==> config.mk <==
export PLATFORM = sky130hd
export DESIGN_NAME = alu_add_and_cmp
export DESIGN_NICKNAME = d
export VERILOG_FILES = /design/src/rtl/alu_pkg.sv /design/src/rtl/alu_cond_check.sv /design/src/rtl/alu_add_and_cmp.sv
export SDC_FILE = /design/constraint.sdc
export NUM_CORES = 1
export LEC_CHECK = 0
export ABC_AREA = 1
export BUFFER_PORTS_ARGS = -buffer_cell sky130_fd_sc_hd__clkbuf_2
export CORE_AREA = 2 2 145 104
export CTS_CLUSTER_DIAMETER = 60
export DETAILED_ROUTE_END_ITERATION = 7
export DIE_AREA = 0 0 147 106
export GPL_TIMING_DRIVEN = 0
export HOLD_SLACK_MARGIN = 0.15
export PLACE_DENSITY = 0.6
export SYNTH_ARGS = -nofsm -noshare
export SYNTH_HDL_FRONTEND = slang
export SYNTH_SLANG_ARGS = --single-unit
==> constraint.sdc <==
create_clock -name clk -period 4.1 [get_ports clk]
set_clock_uncertainty 0.15 [all_clocks]
set_input_delay 0.82 -clock clk [delete_from_list [all_inputs] [get_ports clk]]
set_output_delay 0.82 -clock clk [all_outputs]
set_load 0.02 [all_outputs]
==> src/rtl/alu_pkg.sv <==
// Shared encodings for the ADD/AND/CMP execute slice: opcodes, condition codes, NZCV bit positions.
package alu_pkg;

  typedef enum logic [1:0] {
    OP_ADD = 2'b00,
    OP_AND = 2'b01,
    OP_CMP = 2'b10,
    OP_RSV = 2'b11
  } alu_op_e;

  localparam logic [3:0] COND_AL = 4'b0000;
  localparam logic [3:0] COND_EQ = 4'b0001;
  localparam logic [3:0] COND_GT = 4'b0010;
  localparam logic [3:0] COND_LT = 4'b0011;
  localparam logic [3:0] COND_GE = 4'b0100;
  localparam logic [3:0] COND_LE = 4'b0101;
  localparam logic [3:0] COND_HI = 4'b0110;
  localparam logic [3:0] COND_CC = 4'b0111;
  localparam logic [3:0] COND_CS = 4'b1000;

  localparam int FLAG_N = 3;
  localparam int FLAG_Z = 2;
  localparam int FLAG_C = 1;
  localparam int FLAG_V = 0;

endpackage

==> src/rtl/alu_cond_check.sv <==
// Combinational condition evaluator: decides whether an instruction with code cond may execute
// given the current NZCV flags. Codes above CS never pass.
module alu_cond_check
  import alu_pkg::*;
(
  input  logic [3:0] cond,
  input  logic [3:0] nzcv,
  output logic       pass
);

  logic n, z, c, v;

  assign n = nzcv[FLAG_N];
  assign z = nzcv[FLAG_Z];
  assign c = nzcv[FLAG_C];
  assign v = nzcv[FLAG_V];

  always_comb begin
    pass = 1'b0;
    case (cond)
      COND_AL: pass = 1'b1;
      COND_EQ: pass = z;
      COND_GT: pass = ~z & (n == v);
      COND_LT: pass = (n != v);
      COND_GE: pass = (n == v);
      COND_LE: pass = z | (n != v);
      COND_HI: pass = c & ~z;
      COND_CC: pass = ~c;
      COND_CS: pass = c;
      default: pass = 1'b0;
    endcase
  end

endmodule

==> src/rtl/alu_add_and_cmp.sv <==
// Registered ADD/AND/CMP execute slice owning the NZCV register; 1-cycle latency.
// Condition gating is built only when ALU_COND_EN is defined; otherwise every legal op executes.
module alu_add_and_cmp
  import alu_pkg::*;
#(
  parameter int WIDTH = 32
) (
  input  logic             clk,
  input  logic             rst_n,
  input  logic             in_valid,
  input  logic [1:0]       op,
  input  logic [3:0]       cond,
  input  logic             s,
  input  logic [WIDTH-1:0] a,
  input  logic [WIDTH-1:0] b,
  output logic             out_valid,
  output logic             executed,
  output logic [WIDTH-1:0] result,
  output logic [3:0]       flags
);

  localparam int MSB = WIDTH - 1;

  logic             cond_pass;
  logic             op_legal;
  logic             do_exec;
  logic [WIDTH:0]   sum_ext;
  logic [WIDTH:0]   diff_ext;
  logic [WIDTH-1:0] sum;
  logic [WIDTH-1:0] diff;
  logic [WIDTH-1:0] and_res;
  logic             add_v;
  logic             cmp_v;
  logic [WIDTH-1:0] result_next;
  logic [3:0]       flags_next;

`ifdef ALU_COND_EN
  alu_cond_check u_cond_check (
    .cond (cond),
    .nzcv (flags),
    .pass (cond_pass)
  );
`else
  logic cond_unused;
  assign cond_unused = ^cond;
  assign cond_pass   = 1'b1;
`endif

  assign op_legal = (op != OP_RSV);
  assign do_exec  = in_valid & cond_pass & op_legal;

  assign sum_ext  = {1'b0, a} + {1'b0, b};
  assign diff_ext = {1'b0, a} - {1'b0, b};
  assign sum      = sum_ext[MSB:0];
  assign diff     = diff_ext[MSB:0];
  assign and_res  = a & b;

  // Signed overflow: ADD overflows when like-signed operands give an unlike-signed sum;
  // CMP when unlike-signed operands give a difference whose sign differs from a.
  assign add_v = (a[MSB] == b[MSB]) & (sum[MSB] != a[MSB]);
  assign cmp_v = (a[MSB] != b[MSB]) & (diff[MSB] != a[MSB]);

  always_comb begin
    result_next = result;
    flags_next  = flags;
    case (alu_op_e'(op))
      OP_ADD: begin
        result_next = sum;
        if (s) begin
          flags_next[FLAG_N] = sum[MSB];
          flags_next[FLAG_Z] = (sum == '0);
          flags_next[FLAG_C] = sum_ext[WIDTH];
          flags_next[FLAG_V] = add_v;
        end
      end
      OP_AND: begin
        result_next = and_res;
        if (s) begin
          flags_next[FLAG_N] = and_res[MSB];
          flags_next[FLAG_Z] = (and_res == '0);
        end
      end
      OP_CMP: begin
        flags_next[FLAG_N] = diff[MSB];
        flags_next[FLAG_Z] = (a == b);
        // The extension bit is the borrow; carry means no borrow (a >= b unsigned).
        flags_next[FLAG_C] = ~diff_ext[WIDTH];
        flags_next[FLAG_V] = cmp_v;
      end
      default: begin
      end
    endcase
  end

  always_ff @(posedge clk) begin
    if (!rst_n) begin
      out_valid <= 1'b0;
      executed  <= 1'b0;
      result    <= '0;
      flags     <= 4'b0000;
    end else begin
      out_valid <= in_valid;
      executed  <= do_exec;
      if (do_exec) begin
        result <= result_next;
        flags  <= flags_next;
      end
    end
  end

endmodule

==> metrics.log, run 1 <==
INFO  metric antennaDiodeCount = 0
INFO  metric mostFrequentLayoutCells = sky130_fd_sc_hd__nand2_1 (271), sky130_fd_sc_hd__inv_1 (173), sky130_fd_sc_hd__clkbuf_2 (107), sky130_fd_sc_hd__a21oi_1 (99), sky130_fd_sc_hd__nor2_1 (80)
INFO  metric fin_nets = 1237
INFO  metric clk_latency = 0.28 ns
INFO  metric setup_total_negative_slack = 0 ns
INFO  metric ys_seq_area_frac = 0.137
INFO  metric critPathMaxFanout = 8
INFO  metric cellPowerDensity = 259 mW/mm^2
INFO  metric drc_errors = 0
INFO  metric p_total = 1.69 mW
INFO  metric finalHoldWorstSlack = 0.315 ns
INFO  metric worstRegToRegCells = 2
INFO  metric synth_seq_cells = 38
INFO  metric cts.hold.buffers_added = 0
INFO  metric number_of_global_route_vias_before_repair = 5822
INFO  metric cts.repair_timing.setup_buffer_count = 0
INFO  metric dp_cells = 1282
INFO  metric drtPass1Iterations = 5
INFO  metric ctsHtreeMaxLevel = 2
INFO  metric min_from = result[26]$_SDFFE_PN0P_
INFO  metric mappedNetlistArea = 0.00557 mm^2
INFO  metric power_leakage = 3.63 nW
INFO  metric max-vdd-ir-drop = 209 uV
INFO  metric cp_top_family = simple AND/OR/NAND/NOR gates
INFO  metric reg2reg_setup_slack = 3.23 ns
INFO  metric gp_congestion = 0.931
INFO  metric placement_rows = 37
INFO  metric cts-root-to-sink-buffers = 2
INFO  metric tritoncts.num_buffers = 5
INFO  metric gr-usage-all-layers = 0.259
INFO  metric fin_area = 0.00654 mm^2
INFO  metric postPlaceCellArea = 0.00635 mm^2
INFO  metric setup_viol = 0
INFO  metric layoutNonFillerInstCount = 1290
INFO  metric critPathSlowestCell = sky130_fd_sc_hd__nor3_1
INFO  metric flow.area_growth_from_synthesis = 17.5%
INFO  metric total_core_area = 0.0144 mm^2
INFO  metric path_class = input port to flip-flop
INFO  metric numPortBuffers = 107
INFO  metric post_synth_num_cell_types = 43
INFO  metric maxCapViolCount = 0
INFO  metric synth_fp_nets = 1123
INFO  metric setup.worst_path.end_class = flip-flop
INFO  metric ratio_of_cells_with_drive_above_1_in_the_final_layout = 0.147
INFO  metric io_pins = 112
INFO  metric clock_tree_from_tritoncts = yes
INFO  metric antenna_left = 0
INFO  metric cp_num_buf_inv = 3
INFO  metric outcome = finished, final reports clean
INFO  metric clockRootBuffer = sky130_fd_sc_hd__clkbuf_16
INFO  metric synth_ff_type = sky130_fd_sc_hd__dfxtp_1
INFO  metric timing_max_transition_violations_final = 0
INFO  metric worst_setup_path_startpoint = b[30]
INFO  metric post_cts_resized = 0
INFO  metric worst_setup_hold_path_clk_slew = 0.06 ns
INFO  metric final_min_period_over_clock_period = 0.785
INFO  metric timing.critical_path.cells = clkbuf_2 -> inv_1 -> ha_1 -> inv_1 -> nor3_1 -> nand2_1 -> nor3b_1 -> o21ai_0 -> nand2_1 -> nor2_1 -> o21ai_0 -> a21oi_1
INFO  metric fp.dieArea = 0.0156 mm^2
INFO  metric rr_startpoint = flags[2]$_SDFFE_PN0P_
INFO  metric finalCriticalPeriod = 3.22 ns
INFO  metric initialDrtViolationCount = 646
INFO  metric routed_wirelength = 20400 um
INFO  metric wire_per_inst = 15.8 um
INFO  metric slew_of_the_pin_with_the_lowest_slew_margin = 0.599 ns
INFO  metric routed-via-count = 6673
INFO  metric grt_setup_unrepaired = no
INFO  metric globalRoute.totalOverflow = 0
INFO  metric die_width = 147 um
INFO  metric fp.dieH = 106 um
INFO  metric ys.warnings.count = 0
INFO  metric endpoint = flags[3]$_SDFFE_PN0P_
INFO  metric via_per_inst = 5.17
INFO  metric grt_pass1_wl = 31700 um
INFO  metric syn_avg_cell_area = 5.68 um^2
INFO  metric max_slew_margin = 0.601
INFO  metric final_critical_path_setup_slack = 0.880 ns
INFO  metric grt_antenna_before_repair = 0
INFO  metric layout.cells.most_common = sky130_fd_sc_hd__nand2_1
INFO  metric report.final.hold_viol_count = 0
INFO  metric synth_edf_count = 0
INFO  metric synthCells = 980
INFO  metric timing.rr.end = flags[2]$_SDFFE_PN0P_
INFO  metric min_path_type = flip-flop to flip-flop
INFO  metric timing.critical_path.depth = 12
INFO  metric slowest_delay = 0.52 ns
INFO  metric initial_utilization = 0.388
INFO  metric synth_async_sr_flop_share = 0
INFO  metric detailedPlace.worstSlack = 0.739 ns
INFO  metric final_core_utilization = 0.456
INFO  metric worst_ep_arrival_time = 3.24 ns
INFO  metric detailed_place_hpwl = 17600 um
INFO  metric critical_path_required = 4.12 ns
INFO  metric grt_start_max_net_pins = 14
INFO  metric startpoint_kind_of_the_worst_setup_timing_path = input port
INFO  metric max_freq = 311 MHz
INFO  metric numClockSinks = 38
## metal layers
| metal | global-route usage | routed length [um] | vias up |
|---|---|---|---|
| met2 | 0.345 | 7360 | 321 |
| met4 | 0.0474 | 294 | 0 |
| met5 | 0 | 0 | - |
| li1 | - | - | 3357 |
| met1 | 0.432 | 10800 | 2973 |
| met3 | 0.0296 | 2010 | 22 |
## kinds of logic (layout without fill, tap and decap cells)
family | after synthesis | in the layout | synth area share
and+or+nand+nor | 477 | 477 | 0.373
buffers and inverters | 205 | 320 | 0.146
AOI/OAI and AO/OA | 183 | 183 | 0.176
adders and majority gates | 69 | 69 | 0.156
DFF | 38 | 38 | 0.137
xor gates and xnor gates | 8 | 8 | 0.0126
## synthesized netlist by cell type (all sizes together), types with 5 or more instances
library cell  instances  share of area
ha                   68           0.15
xor2                  7          0.011
clkbuf               13         0.0088
nand2               280           0.19
a21oi               101          0.092
inv                 179           0.12
dfxtp                38           0.14
o211ai                5         0.0067
o21ai                63          0.057
nor3                 20          0.019
nor4                  6         0.0067
buf                  11          0.016
nand4                17          0.019
nand3                55          0.053
nor2                 92          0.073
## cell type report
| type | instances | area [um^2] |
|---|---|---|
| clock inverters | 3 | 68.8 |
| repair buffers | 107 | 536 |
| flip-flops and latches | 38 | 761 |
| plain buffers | 24 | 135 |
| inverters | 181 | 679 |
| clock buffers | 5 | 125 |
| multi-input cells | 737 | 3990 |
| well taps | 195 | 244 |
| fillers | 1638 | 7810 |
## power by group
part	switching, mW	internal [mW]	leakage (nW)
clock	0.152	0.349	0.0940
sequential	0.0130	0.393	0.311
combinational	0.534	0.250	3.23
total	0.699	0.992	3.63
## worst min path at each step
stage,to,slack (ns),cells after the start
3_3_place_gp,result[13]$_SDFFE_PN0P_,0.30,2
2_1_floorplan,result[17]$_SDFFE_PN0P_,0.39,2
5_1_grt,result[30]$_SDFFE_PN0P_,0.33,2
3_5_place_dp,result[30]$_SDFFE_PN0P_,0.31,2
4_1_cts,result[30]$_SDFFE_PN0P_,0.32,2
6_report,result[26]$_SDFFE_PN0P_,0.31,2
## sequential cells by signal, summed over array words and instances, names as in the netlist
| signal | cells |
|---|---|
| executed | 1 |
| flags | 4 |
| out_valid | 1 |
| result | 32 |
## worst register-to-register path, cell delays in order (launching register included)
cell and delay (ns):
sky130_fd_sc_hd__dfxtp_1 0.34, sky130_fd_sc_hd__o21ai_0 0.20, sky130_fd_sc_hd__a21oi_1 0.07
No activity file was read; power rests on OpenSTA's default activity.
==> run 2: changes to the inputs <==
Settings changed: ABC_AREA 1 to 0, CORE_AREA 2 2 145 104 to 2 2 133 96, DIE_AREA 0 0 147 106 to 0 0 135 98, PLACE_DENSITY 0.6 to 0.64.
Clock period 4.1 ns to 2.8 ns, I/O delays scaled along.
==> metrics.log, run 2 <==
INFO  metric cts.hold.buffers_added = 0 (unchanged)
INFO  metric ratio_of_cells_with_drive_above_1_in_the_final_layout = 0.336 (was 0.147)
INFO  metric critical_path_required = 2.86 ns (was 4.12 ns)
INFO  metric slew_of_the_pin_with_the_lowest_slew_margin = 0.743 ns (was 0.599 ns)
INFO  metric wire_per_inst = 17.8 um (was 15.8 um)
INFO  metric clk_latency = 0.28 ns (about the same)
INFO  metric synth_largest_area_cell = sky130_fd_sc_hd__ha_1 (was sky130_fd_sc_hd__nand2_1)
INFO  metric cts-root-to-sink-buffers = 2 (unchanged)
INFO  metric max_freq = 284 MHz
INFO  metric startpoint_kind_of_the_worst_setup_timing_path = input port (unchanged)
INFO  metric numClockSinks = 38 (unchanged)
INFO  metric fin_area = 0.00666 mm^2 (was 0.00654 mm^2)
INFO  metric max-vdd-ir-drop = 221 uV (was 209 uV)
INFO  metric antenna_left = 0 (unchanged)
INFO  metric mostFrequentLayoutCells = sky130_fd_sc_hd__clkbuf_2 (97), sky130_fd_sc_hd__nand2_1 (66), sky130_fd_sc_hd__inv_1 (52), sky130_fd_sc_hd__ha_1 (46), sky130_fd_sc_hd__a21oi_1 (42) (was sky130_fd_sc_hd__nand2_1 (271), sky130_fd_sc_hd__inv_1 (173), sky130_fd_sc_hd__clkbuf_2 (107), sky130_fd_sc_hd__a21oi_1 (99), sky130_fd_sc_hd__nor2_1 (80))
INFO  metric drc_errors = 0 (unchanged)
INFO  metric timing.critical_path.cells = buf_8 -> ha_4 -> fa_2 -> nor2b_4 -> o311ai_4 -> a31oi_4 -> and3_4 -> or2_4 -> a31oi_2 -> xnor2_2 -> nand4_1 -> or4_4 -> o31ai_2 (was clkbuf_2 -> inv_1 -> ha_1 -> inv_1 -> nor3_1 -> nand2_1 -> nor3b_1 -> o21ai_0 -> nand2_1 -> nor2_1 -> o21ai_0 -> a21oi_1)
INFO  metric gr-usage-all-layers = 0.246 (was 0.259)
INFO  metric synth_async_sr_flop_share = 0 (unchanged)
INFO  metric worst_setup_hold_path_clk_slew = 0.06 ns (about the same)
INFO  metric grt_pass1_wl = 26100 um (was 31700 um)
INFO  metric setup_total_negative_slack = -4.32 ns (was 0 ns)
INFO  metric outcome = finished with violations (was finished, final reports clean)
INFO  metric min_from = result[14]$_SDFFE_PN0P_ (was result[26]$_SDFFE_PN0P_)
INFO  metric initialDrtViolationCount = 461 (was 646)
INFO  metric drtPass1Iterations = 5 (unchanged)
INFO  metric cp_top_family = simple AND/OR/NAND/NOR gates (unchanged)
INFO  metric cellPowerDensity = 371 mW/mm^2 (was 259 mW/mm^2)
INFO  metric globalRoute.totalOverflow = 0 (unchanged)
INFO  metric fin_nets = 925 (was 1237)
INFO  metric final_critical_path_setup_slack = -0.718 ns (was 0.880 ns)
INFO  metric critPathSlowestCell = sky130_fd_sc_hd__or4_4 (was sky130_fd_sc_hd__nor3_1)
INFO  metric layoutNonFillerInstCount = 945 (was 1290)
INFO  metric report.final.hold_viol_count = 0 (unchanged)
INFO  metric setup.worst_path.end_class = flip-flop (unchanged)
INFO  metric number_of_global_route_vias_before_repair = 5030 (was 5822)
INFO  metric setup_viol = 16 (was 0)
INFO  metric initial_utilization = 0.390 (was 0.388)
INFO  metric antennaDiodeCount = 0 (unchanged)
INFO  metric slowest_delay = 0.55 ns (was 0.52 ns)
INFO  metric ys.warnings.count = 0 (unchanged)
INFO  metric total_core_area = 0.0121 mm^2 (was 0.0144 mm^2)
INFO  metric tritoncts.num_buffers = 5 (unchanged)
INFO  metric synth_edf_count = 0 (unchanged)
INFO  metric synthCells = 642 (was 980)
INFO  metric failed_checks = negative setup slack
INFO  metric rr_startpoint = flags[2]$_SDFFE_PN0P_ (unchanged)
INFO  metric routed_wirelength = 16800 um (was 20400 um)
INFO  metric grt_setup_unrepaired = yes (was no)
INFO  metric final_min_period_over_clock_period = 1.26
INFO  metric numPortBuffers = 107 (unchanged)
INFO  metric ys_seq_area_frac = 0.161 (was 0.137)
INFO  metric critPathMaxFanout = 3 (was 8)
INFO  metric maxCapViolCount = 0 (unchanged)
INFO  metric synth_ff_type = sky130_fd_sc_hd__dfxtp_1 (unchanged)
INFO  metric placement_rows = 34 (was 37)
INFO  metric worstRegToRegCells = 7 (was 2)
INFO  metric timing.rr.end = flags[2]$_SDFFE_PN0P_ (unchanged)
INFO  metric ctsHtreeMaxLevel = 2 (unchanged)
INFO  metric timing.critical_path.depth = 13 (was 12)
INFO  metric grt_antenna_before_repair = 0 (unchanged)
INFO  metric fp.dieArea = 0.0132 mm^2 (was 0.0156 mm^2)
INFO  metric fp.dieH = 98 um (was 106 um)
INFO  metric min_path_type = flip-flop to flip-flop (unchanged)
INFO  metric grt_start_max_net_pins = 12 (was 14)
INFO  metric min_delay_endpoint = result[14]$_SDFFE_PN0P_ (was result[26]$_SDFFE_PN0P_)
INFO  metric largest_registers = result (32), flags (4) (unchanged)
INFO  metric reg2reg_setup_slack = 0.43 ns (was 3.23 ns)
INFO  metric finalCriticalPeriod = 3.52 ns
INFO  metric gp_congestion = 0.964 (was 0.931)
INFO  metric yosysTopAreaCellShare = 0.180 (was 0.183)
INFO  metric power_leakage = 2.98 nW (was 3.63 nW)
INFO  metric post_synth_num_cell_types = 67 (was 43)
INFO  metric clock_tree_from_tritoncts = yes (unchanged)
INFO  metric io_pins = 112 (unchanged)
INFO  metric filler_cells = 1156 (was 1638)
INFO  metric final_core_utilization = 0.551 (was 0.456)
INFO  metric worst_hold_path.num_cells = 2 (unchanged)
INFO  metric syn_avg_cell_area = 7.35 um^2 (was 5.68 um^2)
INFO  metric timing_max_transition_violations_final = 0 (unchanged)
INFO  metric p_total = 2.47 mW (was 1.69 mW)
INFO  metric via_per_inst = 5.65 (was 5.17)
INFO  metric dp_cells = 911 (was 1282)
INFO  metric detailed_place_hpwl = 13100 um (was 17600 um)
INFO  metric postPlaceCellArea = 0.00552 mm^2 (was 0.00635 mm^2)
INFO  metric synth_seq_cells = 38 (unchanged)
INFO  metric synth_commonest_cells = sky130_fd_sc_hd__nand2_1 (69), sky130_fd_sc_hd__ha_1 (68), sky130_fd_sc_hd__inv_1 (60), sky130_fd_sc_hd__a21oi_1 (49), sky130_fd_sc_hd__nor2_1 (43) (was sky130_fd_sc_hd__nand2_1 (271), sky130_fd_sc_hd__inv_1 (173), sky130_fd_sc_hd__a21oi_1 (99), sky130_fd_sc_hd__nor2_1 (80), sky130_fd_sc_hd__ha_1 (68))
INFO  metric worst_ep_arrival_time = 3.57 ns (was 3.24 ns)
INFO  metric path_class = input port to flip-flop (unchanged)
INFO  metric flow.area_growth_from_synthesis = 41.2% (was 17.5%)
INFO  metric synth_fp_nets = 785 (was 1123)
INFO  metric routed-via-count = 5338 (was 6673)
INFO  metric clockRootBuffer = sky130_fd_sc_hd__clkbuf_16 (unchanged)
INFO  metric largest_register_ffs = 32 (unchanged)
INFO  metric mappedNetlistArea = 0.00472 mm^2 (was 0.00557 mm^2)
INFO  metric ys_top_cells_by_area = sky130_fd_sc_hd__ha_1 (18%), sky130_fd_sc_hd__dfxtp_1 (16%), sky130_fd_sc_hd__nand2_1 (5.5%) (was sky130_fd_sc_hd__nand2_1 (18%), sky130_fd_sc_hd__ha_1 (15%), sky130_fd_sc_hd__dfxtp_1 (14%))
INFO  metric regMostFlops = result (unchanged)
INFO  metric synthMostInstantiatedCell = sky130_fd_sc_hd__nand2_1 (unchanged)
INFO  metric max_slew_margin = 0.505 (was 0.601)
INFO  metric die_width = 135 um (was 147 um)
INFO  metric cp_num_buf_inv = 1 (was 3)
INFO  metric layout.cells.most_common = sky130_fd_sc_hd__clkbuf_2 (was sky130_fd_sc_hd__nand2_1)
## run 2: cell types whose count changed in the layout (fill, tap and decap cells not counted), moves of 14 or more
cell	before	now
sky130_fd_sc_hd__nand3_1	51	10
sky130_fd_sc_hd__xnor2_1	1	19
sky130_fd_sc_hd__buf_4	1	31
sky130_fd_sc_hd__o211ai_1	5	24
sky130_fd_sc_hd__inv_1	173	52
sky130_fd_sc_hd__ha_1	68	46
sky130_fd_sc_hd__nand2_1	271	66
sky130_fd_sc_hd__o21ai_0	62	16
sky130_fd_sc_hd__a21oi_1	99	42
sky130_fd_sc_hd__nor2_1	80	38
sky130_fd_sc_hd__ha_4	0	14
## run 2: through the flow
stage / hold WS, ns / setup slack (ns)
2_1_floorplan: 0.383 / -0.640
3_3_place_gp: 0.297 / -1.30
3_5_place_dp: 0.304 / -1.24
4_1_cts: 0.311 / -0.657
5_1_grt: 0.333 / -0.828
6_report: 0.305 / -0.718
## run 2: worst reg2reg max path, delay by kind of cell (launching register included)
kind / cells / cell delay, ns
simple gates: 5 / 1.41
flops: 1 / 0.39
compound gates: 2 / 0.34
## run 2: logic make-up (layout without fill, tap and decap cells)
| family | after synthesis | count (layout) | synth area share |
|---|---|---|---|
| and+or+nand+nor | 203 | 203 | 0.208 |
| DFF | 38 | 38 | 0.161 |
| buffers and inverters | 93 | 234 | 0.0751 |
| AOI/OAI and AO/OA | 200 | 200 | 0.297 |
| muxes | 6 | 6 | 0.0127 |
| xor gates and xnor gates | 33 | 33 | 0.0613 |
| adders and majority gates | 69 | 69 | 0.185 |
## run 2: worst max-delay path by stage
stage / startpoint / slack [ns] / to
detailed placement: b[0] / -1.24 / flags[2]$_SDFFE_PN0P_
CTS: b[0] / -0.66 / flags[2]$_SDFFE_PN0P_
global placement: a[0] / -1.30 / flags[2]$_SDFFE_PN0P_
finish: a[0] / -0.72 / flags[2]$_SDFFE_PN0P_
floorplan: a[0] / -0.64 / flags[2]$_SDFFE_PN0P_
global route: a[0] / -0.83 / flags[2]$_SDFFE_PN0P_
## run 2: area by class of cell
| cell class | instances | area (um^2) | area share |
|---|---|---|---|
| buffer | 23 | 110 | 0.0165 |
| clock buffer | 7 | 143 | 0.0214 |
| clock inverter | 1 | 5.00 | 0.000752 |
| inverter | 63 | 243 | 0.0365 |
| multi-input combinational | 511 | 4320 | 0.649 |
| sequential | 38 | 761 | 0.114 |
| tap | 162 | 203 | 0.0304 |
| timing repair buffer | 140 | 875 | 0.131 |
## run 2: repair_timing
| item | in CTS | in global routing |
|---|---|---|
| endpoints found under the setup margin | 21 | 21 |
| pin swaps | 28 | 36 |
| hold endpoints to repair | 0 | 0 |
| buffers inserted | 12 | 21 |
| gates resized for setup | 74 | 109 |
## run 2: metal layers
metal	global-route usage	vias up	part of all wire
li1	-	2558	-
met1	0.370	2532	0.49
met2	0.364	227	0.42
met3	0.0410	21	0.074
met4	0.0585	0	0.013
met5	0	-	0
## run 2: report_power, final
| group | switching, mW | internal, mW |
|---|---|---|
| Sequential | 0.0188 | 0.574 |
| Combinational | 0.748 | 0.550 |
| Clock | 0.226 | 0.353 |
==> run 3: changes to the inputs <==
Settings changed: GPL_TIMING_DRIVEN 0 to not set.
==> metrics.log, run 3 (same netlist as run 2, synthesis figures left out) <==
INFO  metric number_of_global_route_vias_before_repair = 5701 (was 5030)
INFO  metric setup_viol = 15 (was 16)
INFO  metric antennaDiodeCount = 0 (unchanged)
INFO  metric critPathMaxFanout = 2 (was 3)
INFO  metric setup.worst_path.end_class = flip-flop (unchanged)
INFO  metric cts.hold.buffers_added = 0 (unchanged)
INFO  metric mostFrequentLayoutCells = sky130_fd_sc_hd__buf_4 (212), sky130_fd_sc_hd__clkbuf_2 (102), sky130_fd_sc_hd__nand2_1 (63), sky130_fd_sc_hd__inv_1 (51), sky130_fd_sc_hd__ha_1 (49) (was sky130_fd_sc_hd__clkbuf_2 (97), sky130_fd_sc_hd__nand2_1 (66), sky130_fd_sc_hd__inv_1 (52), sky130_fd_sc_hd__ha_1 (46), sky130_fd_sc_hd__a21oi_1 (42))
INFO  metric clockRootBuffer = sky130_fd_sc_hd__clkbuf_16 (unchanged)
INFO  metric ratio_of_cells_with_drive_above_1_in_the_final_layout = 0.494 (was 0.336)
INFO  metric placement_rows = 34 (unchanged)
INFO  metric gp_congestion = 0.964 (about the same)
INFO  metric fin_nets = 1096 (was 925)
INFO  metric dp_cells = 1088 (was 911)
INFO  metric maxCapViolCount = 0 (unchanged)
INFO  metric gr-usage-all-layers = 0.270 (was 0.246)
INFO  metric finalCriticalPeriod = 3.54 ns (was 3.52 ns)
INFO  metric layoutNonFillerInstCount = 1116 (was 945)
INFO  metric antenna_left = 0 (unchanged)
INFO  metric final_critical_path_setup_slack = -0.736 ns (was -0.718 ns)
INFO  metric fp.dieArea = 0.0132 mm^2 (unchanged)
INFO  metric initialDrtViolationCount = 444 (was 461)
INFO  metric clock_tree_from_tritoncts = yes (unchanged)
INFO  metric met1_usage = 0.399 (was 0.370)
INFO  metric routed_wirelength = 18600 um (was 16800 um)
INFO  metric slew_of_the_pin_with_the_lowest_slew_margin = 0.646 ns (was 0.743 ns)
INFO  metric max_freq = 283 MHz (was 284 MHz)
INFO  metric worst_ep_arrival_time = 3.60 ns (was 3.57 ns)
INFO  metric max-vdd-ir-drop = 223 uV (was 221 uV)
INFO  metric min_path_type = flip-flop to flip-flop (unchanged)
INFO  metric fp.dieH = 98 um (unchanged)
INFO  metric regMostFlops = result (unchanged)
INFO  metric startpoint_kind_of_the_worst_setup_timing_path = input port (unchanged)
INFO  metric global_route.usage.met3 = 0.0348 (was 0.0410)
INFO  metric grt_pass1_wl = 28900 um (was 26100 um)
INFO  metric final_min_period_over_clock_period = 1.26 (about the same)
INFO  metric die_width = 135 um (unchanged)
INFO  metric power_leakage = 3.94 nW (was 2.98 nW)
INFO  metric initial_utilization = 0.390 (unchanged)
INFO  metric via_per_inst = 5.31 (was 5.65)
INFO  metric largest_register_ffs = 32 (unchanged)
INFO  metric drtPass1Iterations = 6 (was 5)
INFO  metric io_pins = 112 (unchanged)
INFO  metric detailed_place_hpwl = 14600 um (was 13100 um)
INFO  metric numPortBuffers = 107 (unchanged)
INFO  metric path_class = input port to flip-flop (unchanged)
INFO  metric timing_max_transition_violations_final = 0 (unchanged)
INFO  metric report.final.hold_viol_count = 0 (unchanged)
INFO  metric routed-via-count = 5923 (was 5338)
INFO  metric worst_setup_hold_path_clk_slew = 0.07 ns (was 0.06 ns)
INFO  metric cellPowerDensity = 354 mW/mm^2 (was 371 mW/mm^2)
INFO  metric globalRouteMet2Util = 0.428 (was 0.364)
INFO  metric critical_path_required = 2.86 ns (about the same)
INFO  metric grt.busiest_layer = met2 (was met1)
INFO  metric layout.cells.most_common = sky130_fd_sc_hd__buf_4 (was sky130_fd_sc_hd__clkbuf_2)
INFO  metric wire_per_inst = 16.6 um (was 17.8 um)
INFO  metric grt_antenna_before_repair = 0 (unchanged)
INFO  metric grt_setup_unrepaired = yes (unchanged)
INFO  metric tritoncts.num_buffers = 5 (unchanged)
INFO  metric outcome = finished with violations (unchanged)
INFO  metric globalRoute.totalOverflow = 0 (unchanged)
INFO  metric drc_errors = 0 (unchanged)
INFO  metric grt_start_max_net_pins = 41 (was 12)
INFO  metric final_core_utilization = 0.677 (was 0.551)
INFO  metric total_core_area = 0.0121 mm^2 (unchanged)
INFO  metric ctsHtreeMaxLevel = 2 (unchanged)
INFO  metric largest_registers = result (32), flags (4) (unchanged)
INFO  metric max_slew_margin = 0.570 (was 0.505)
INFO  metric flow.area_growth_from_synthesis = 73.3% (was 41.2%)
INFO  metric clk_latency = 0.29 ns (was 0.28 ns)
INFO  metric filler_cells = 998 (was 1156)
INFO  metric failed_checks = negative setup slack (unchanged)
INFO  metric numClockSinks = 38 (unchanged)
INFO  metric cts-root-to-sink-buffers = 2 (unchanged)
==> run 3: cell count changes in the layout (fill, tap and decap cells not counted), sizes merged <==
| cell | change |
|---|---|
| clkbuf | -16 |
| clkinv | +1 |
| bufinv | +1 |
| buf | +185 |
==> run 3: repair_timing <==
item,4_1_cts,5_1_grt
resized for setup,91,92
endpoints found under the hold margin,0,0
endpoints found under the setup margin,20,20
setup buffers,15,10
pin swaps,46,67
==> run 3: path summary, 6_finish.rpt <==
path | startpoint | endpoint | slack [ns] | cells after the start
setup reg to reg | flags[2]$_SDFFE_PN0P_ | flags[2]$_SDFFE_PN0P_ | 0.50 | 7
setup / recovery | a[0] | flags[2]$_SDFFE_PN0P_ | -0.74 | 14
hold / removal | result[28]$_SDFFE_PN0P_ | result[28]$_SDFFE_PN0P_ | 0.30 | 2
hold reg to reg | result[28]$_SDFFE_PN0P_ | result[28]$_SDFFE_PN0P_ | 0.30 | 2
==> run 3: layout make-up <==
type	count	area (um^2)	area share
well taps	162	203	0.0248
flip-flops and latches	38	761	0.0931
repair buffers	334	2350	0.287
multi-input cells	511	4450	0.544
clock buffers	5	125	0.0153
clock inverters	3	40.0	0.00490
inverters	63	248	0.0303
==> run 3: power breakdown <==
| group | total, mW | switching [mW] | internal (mW) |
|---|---|---|---|
| clock network | 0.662 | 0.244 | 0.418 |
| logic | 1.64 | 0.827 | 0.814 |
| registers | 0.592 | 0.0186 | 0.574 |
| total | 2.90 | 1.09 | 1.81 |
==> run 3: critical path: stages <==
cell and delay (ns):
sky130_fd_sc_hd__buf_8 0.10, sky130_fd_sc_hd__ha_4 0.16, sky130_fd_sc_hd__fa_2 0.35, sky130_fd_sc_hd__nor2b_4 0.15, sky130_fd_sc_hd__o311ai_4 0.32, sky130_fd_sc_hd__buf_4 0.19, sky130_fd_sc_hd__nand2_4 0.05, sky130_fd_sc_hd__xnor2_2 0.17
sky130_fd_sc_hd__and4_1 0.24, sky130_fd_sc_hd__nand4_1 0.14, sky130_fd_sc_hd__nor4_2 0.28, sky130_fd_sc_hd__nand4_1 0.16, sky130_fd_sc_hd__or4_1 0.53, sky130_fd_sc_hd__o31ai_2 0.18
==> run 3: through the flow <==
| step | cell area (um^2) | TNS, ns | power (mW) | hold WS, ns | worst slack, ns |
|---|---|---|---|---|---|
| 2_1_floorplan | 4780 | -2.31 | 1.28 | 0.383 | -0.640 |
| 3_3_place_gp | 6970 | -11.79 | 1.90 | 0.297 | -0.937 |
| 3_5_place_dp | 6970 | -13.75 | 1.92 | 0.299 | -1.06 |
| 4_1_cts | 7730 | -3.05 | 2.74 | 0.304 | -0.671 |
| 5_1_grt | 8170 | -5.66 | 3.04 | 0.323 | -0.830 |
| 6_report | 8170 | -3.98 | 2.90 | 0.304 | -0.736 |
==> run 3: layer usage <==
metal  up-vias  wire length (um)
li1       2902                 -
met1      2757              8980
met2       228              8060
met3        36              1230
met4         0               282
met5         -                 0
